## src/rtl/multisim_client_apb_push.sv

```systemverilog
// APB completer for the client side of the multisim APB bridge.
// Each APB transfer is packed into a request word and pushed out. The access
// phase is held with PREADY low until the matching response word is pulled
// back in, or until the optional response timeout expires.
module multisim_client_apb_push #(
    parameter int ADDR_WIDTH     = 32,
    parameter int DATA_WIDTH     = 32,
    parameter int TIMEOUT_CYCLES = 0,
    parameter int STALE_W        = 4
) (
    input  logic                                           clk,
    input  logic                                           rst,
    input  logic                                           i_apb_s_psel,
    input  logic                                           i_apb_s_penable,
    input  logic                                           i_apb_s_pwrite,
    input  logic [ADDR_WIDTH-1:0]                          i_apb_s_paddr,
    input  logic [DATA_WIDTH-1:0]                          i_apb_s_pwdata,
    input  logic [DATA_WIDTH/8-1:0]                        i_apb_s_pstrb,
    output logic                                           o_apb_s_pready,
    output logic [DATA_WIDTH-1:0]                          o_apb_s_prdata,
    output logic                                           o_apb_s_pslverr,
    output logic                                           o_req_vld,
    input  logic                                           i_req_rdy,
    output logic [ADDR_WIDTH+DATA_WIDTH+DATA_WIDTH/8:0]    o_req_data,
    input  logic                                           i_resp_vld,
    output logic                                           o_resp_rdy,
    input  logic [DATA_WIDTH:0]                            i_resp_data,
    output logic                                           o_timeout
);

    typedef enum logic [1:0] {
        IDLE = 2'd0,
        REQ  = 2'd1,
        WAIT = 2'd2,
        DONE = 2'd3
    } state_t;

    localparam logic [STALE_W-1:0] STALE_MAX = '1;

    state_t               state;
    logic [31:0]          to_cnt;
    logic [STALE_W-1:0]   stale_cnt;
    logic                 expire;

    // Timeout fires when the wait counter reaches its last cycle; disabled when 0.
    assign expire = (TIMEOUT_CYCLES > 0) && (to_cnt >= 32'(TIMEOUT_CYCLES - 1));

    // Handshake strobes decode straight from the state.
    assign o_req_vld      = (state == REQ);
    assign o_resp_rdy     = (state == WAIT);
    assign o_apb_s_pready = (state == DONE);

    // Transfer sequencing, request capture, response/timeout handling.
    always_ff @(posedge clk or posedge rst) begin
        if (rst) begin
            state           <= IDLE;
            o_req_data      <= '0;
            o_apb_s_prdata  <= '0;
            o_apb_s_pslverr <= 1'b0;
            o_timeout       <= 1'b0;
            to_cnt          <= '0;
            stale_cnt       <= '0;
        end else begin
            o_timeout <= 1'b0;
            case (state)
                IDLE: begin
                    // Only the setup phase starts a transfer.
                    if (i_apb_s_psel && !i_apb_s_penable) begin
                        o_req_data <= {i_apb_s_pwrite, i_apb_s_paddr,
                                       i_apb_s_pwdata, i_apb_s_pstrb};
                        state      <= REQ;
                    end
                end
                REQ: begin
                    // The request may stall forever; no timeout runs here.
                    if (i_req_rdy) begin
                        state  <= WAIT;
                        to_cnt <= '0;
                    end
                end
                WAIT: begin
                    if (i_resp_vld) begin
                        if (stale_cnt != '0) begin
                            // Word belongs to an earlier timed-out transfer.
                            stale_cnt <= stale_cnt - 1'b1;
                            if (to_cnt != '1) to_cnt <= to_cnt + 1'b1;
                        end else begin
                            o_apb_s_prdata  <= i_resp_data[DATA_WIDTH-1:0];
                            o_apb_s_pslverr <= i_resp_data[DATA_WIDTH];
                            state           <= DONE;
                        end
                    end else if (expire) begin
                        // Its response is still owed and must be discarded later.
                        o_apb_s_prdata  <= '0;
                        o_apb_s_pslverr <= 1'b1;
                        o_timeout       <= 1'b1;
                        if (stale_cnt != STALE_MAX) stale_cnt <= stale_cnt + 1'b1;
                        state           <= DONE;
                    end else if (to_cnt != '1) begin
                        to_cnt <= to_cnt + 1'b1;
                    end
                end
                DONE: begin
                    state <= IDLE;
                end
                default: state <= IDLE;
            endcase
        end
    end

endmodule

```

## config.mk

```make
export PLATFORM = sky130hd
export DESIGN_NAME = multisim_client_apb_push
export DESIGN_NICKNAME = d
export VERILOG_FILES = /design/src/rtl/multisim_client_apb_push.sv
export SDC_FILE = /design/constraint.sdc
export NUM_CORES = 1
export LEC_CHECK = 0
export CAP_MARGIN = 10
export CORE_MARGIN = 8
export CORE_UTILIZATION = 43
export DETAILED_ROUTE_END_ITERATION = 6
export PLACE_DENSITY = 0.86
export SYNTH_ARGS = -nofsm -noshare
export SYNTH_HDL_FRONTEND = slang
export SYNTH_SLANG_ARGS = --single-unit
```

## constraint.sdc

```tcl
create_clock -name clk -period 5.3 [get_ports clk]
set_clock_uncertainty 0.1 [all_clocks]
set_input_delay 1.06 -clock clk [delete_from_list [all_inputs] [get_ports clk]]
set_output_delay 1.06 -clock clk [all_outputs]
set_load 0.02 [all_outputs]
```

==> impl_metrics.ini <==
[route]
avgViaCountPerCell = 4.72
ant_nets = 0
wl_per_cell_um = 18.8
drt_iter0_drc = 112
drt-total-wl_um = 11400
drc = 0
first_pass_iters = 4
vias = 2844

[worst_setup_path]
start_kind = input port
crit_chain = clkdlybuf4s50_1, nand3b_1, buf_12, mux2_2
cp.arrival_ns = 3.15
critPathMaxStageDelay_ns = 0.76
end_kind = register
critPathMaxFanout = 50
worstPathRequired_ns = 5.44
worst-setup-path-type = input port to register
cpMaxStageDelayCell = nand3b_1

[placement]
placed_cell_area_um2 = 6420
io_buffers = 212
gp_congestion = 0.776
dpl.hpwl_um = 8870
dp_slack_ns = 1.92

[synthesis]
ys_top_cells_by_count = dfrtp_1, mux2_2, buf_2
synth_nets = 365
ys_seq_elements = 108
ys_top_cells_by_area = dfrtp_1, mux2_2, ha_1, buf_2, buf_6
synth-seq-area-share = 0.648
async_flop_share = 1.00
synth_cell_type_count = 24
synth-main-ff-cell = dfrtp_1
synth_edf_count = 0
synth_top_area_share = 0.648
post_synth.cell_area_avg_um2 = 16.5
synth.largest_area_cell = dfrtp_1
yosys_warnings = 0
netlist_instances = 252
synth_area_um2 = 4170
synth.most_common_cell = dfrtp_1

[cts]
cts_buffer_depth = 2
cts_root_buffer = clkbuf_8
post_cts_resized = 0
path_clk_slew_ns = 0.10
postCtsHoldBufs = 0
postCtsSetupBuffers = 0
cts_max_level = 3
clock_sinks = 108
insertion_delay_ns = 0.35
cts_tree = yes
cts_buffers = 9

[global_route]
gr-total-overflow = 0
grt_max_degree = 72
grt_pass1_wl_um = 17400
antenna_found_initial = 0
grt_usage = 0.173
grt_pass1_vias = 3257

[flow_run]
cap_violations = 0

[floorplan]
core_um2 = 9590
rows = 36
die_h_um = 114
initial_core_util = 0.435
io_pins = 214
die_w_um = 114
die-area_um2 = 13100

[cells_and_area]
design_area_um2 = 6590
antenna_cells = 0
final_util = 0.687
nFillCells = 712
synthToLayoutAreaGrowth_pct = 58.1
drive_above_1_share = 0.251
nets = 580

[timing]
slew_headroom = 0.247
fin_ws_ns = 2.29
rsz0062_at_grt = false
fin_crit_ns = 3.01
clock.fmax_ghz = 0.332
hold_viol_final = 0
tns_ns = 0
setup_viol = 0
tightest_slew_ns = 1.13
fin_crit_sh = 0.568
slew_violations = 0

[worst_hold_path]
min_path_type = register to register

[power]
irDropWorstVdd_uv = 300
p_leak_nw = 2.80
power.total_mw = 4.04
p_per_area_nw_per_um2 = 613

[status]
status = finished clean
## critical path: cells and delay by family
| kind | cells | cell delay (ns) |
|---|---|---|
| buf+inv | 2 | 1.01 |
| mux | 1 | 0.31 |
| simple gates | 1 | 0.76 |
## placed cells by master, fill, tap and decap left out, drive strengths merged
cell type,synthesis,routed
o21ai,1,1
clkbuf,0,12
ha,5,5
dfrtp,108,108
mux2i,1,1
xnor2,1,1
buf,11,3
nand3,1,1
mux2,104,104
nor2b,1,1
nand2b,2,2
a21oi,1,1
nor4b,1,1
nand3b,1,1
clkinvlp,0,1
nor4,1,1
nand4bb,1,1
inv,5,5
o32a,1,1
nand2,2,2
clkdlybuf4s50,0,212
bufinv,0,1
nor2,2,2
conb,1,1
a221oi,1,1
## power breakdown
part,switching [mW],internal (mW),total (mW)
Sequential,0.233,1.24,1.48
Combinational,0.965,1.13,2.10
Clock,0.251,0.214,0.466
Total,1.45,2.59,4.04
## logic make-up (layout without fill, tap and decap cells)
group / count (synthesis) / in the layout / share of synthesized area
DFF: 108 / 108 / 0.648
muxes: 105 / 105 / 0.283
buffers and inverters: 16 / 234 / 0.0228
and+or+nand+nor: 12 / 12 / 0.0210
adders and majority gates: 5 / 5 / 0.0150
AOI/OAI and AO/OA: 4 / 4 / 0.00690
other: 1 / 1 / 0.000899
xor gates and xnor gates: 1 / 1 / 0.00210
## stage by stage
stage                     hold slack, ns  cells
after floorplan                    0.415    252
after global routing               0.421    603
after global placement             0.368    589
final                              0.400    603
after detailed placement           0.378    589
after CTS                          0.400    603
## metal layers
metal / part of all wire / global-route usage / vias up
li1: - / - / 1301
met1: 0.37 / 0.179 / 1415
met2: 0.54 / 0.318 / 114
met3: 0.076 / 0.0533 / 14
met5: 0 / 0 / -
met4: 0.019 / 0.0639 / 0
## sequential cells by signal, indices dropped and copies added, names as in the netlist
name and count:
o_req_data 69, o_apb_s_prdata 32, stale_cnt 4, state 2, o_apb_s_pslverr 1
## final cells by class
type	count	area [µm²]	share of cell area
inverters	5	21.3	0.00323
repair buffers	215	2160	0.327
clock inverters	2	37.5	0.00569
flip-flops and latches	108	2700	0.410
multi-input cells	128	1370	0.208
clock buffers	12	135	0.0205
well taps	133	166	0.0252
## path summary, 6_finish.rpt
path	slack (ns)	depth (start not counted)	endpoint	start
worst max-delay path	2.29	4	o_req_data[43]	i_apb_s_psel
worst min-delay path	0.40	1	o_apb_s_prdata[30]	o_apb_s_prdata[30]
worst max register to register	2.76	5	o_req_data[43]	state[0]
worst min register to register	0.40	1	o_apb_s_prdata[30]	o_apb_s_prdata[30]
max in group asynchronous	2.94	3	o_apb_s_prdata[24]	rst
min in group asynchronous	1.11	2	o_apb_s_prdata[29]	rst
No activity file was read; power rests on OpenSTA's default activity.
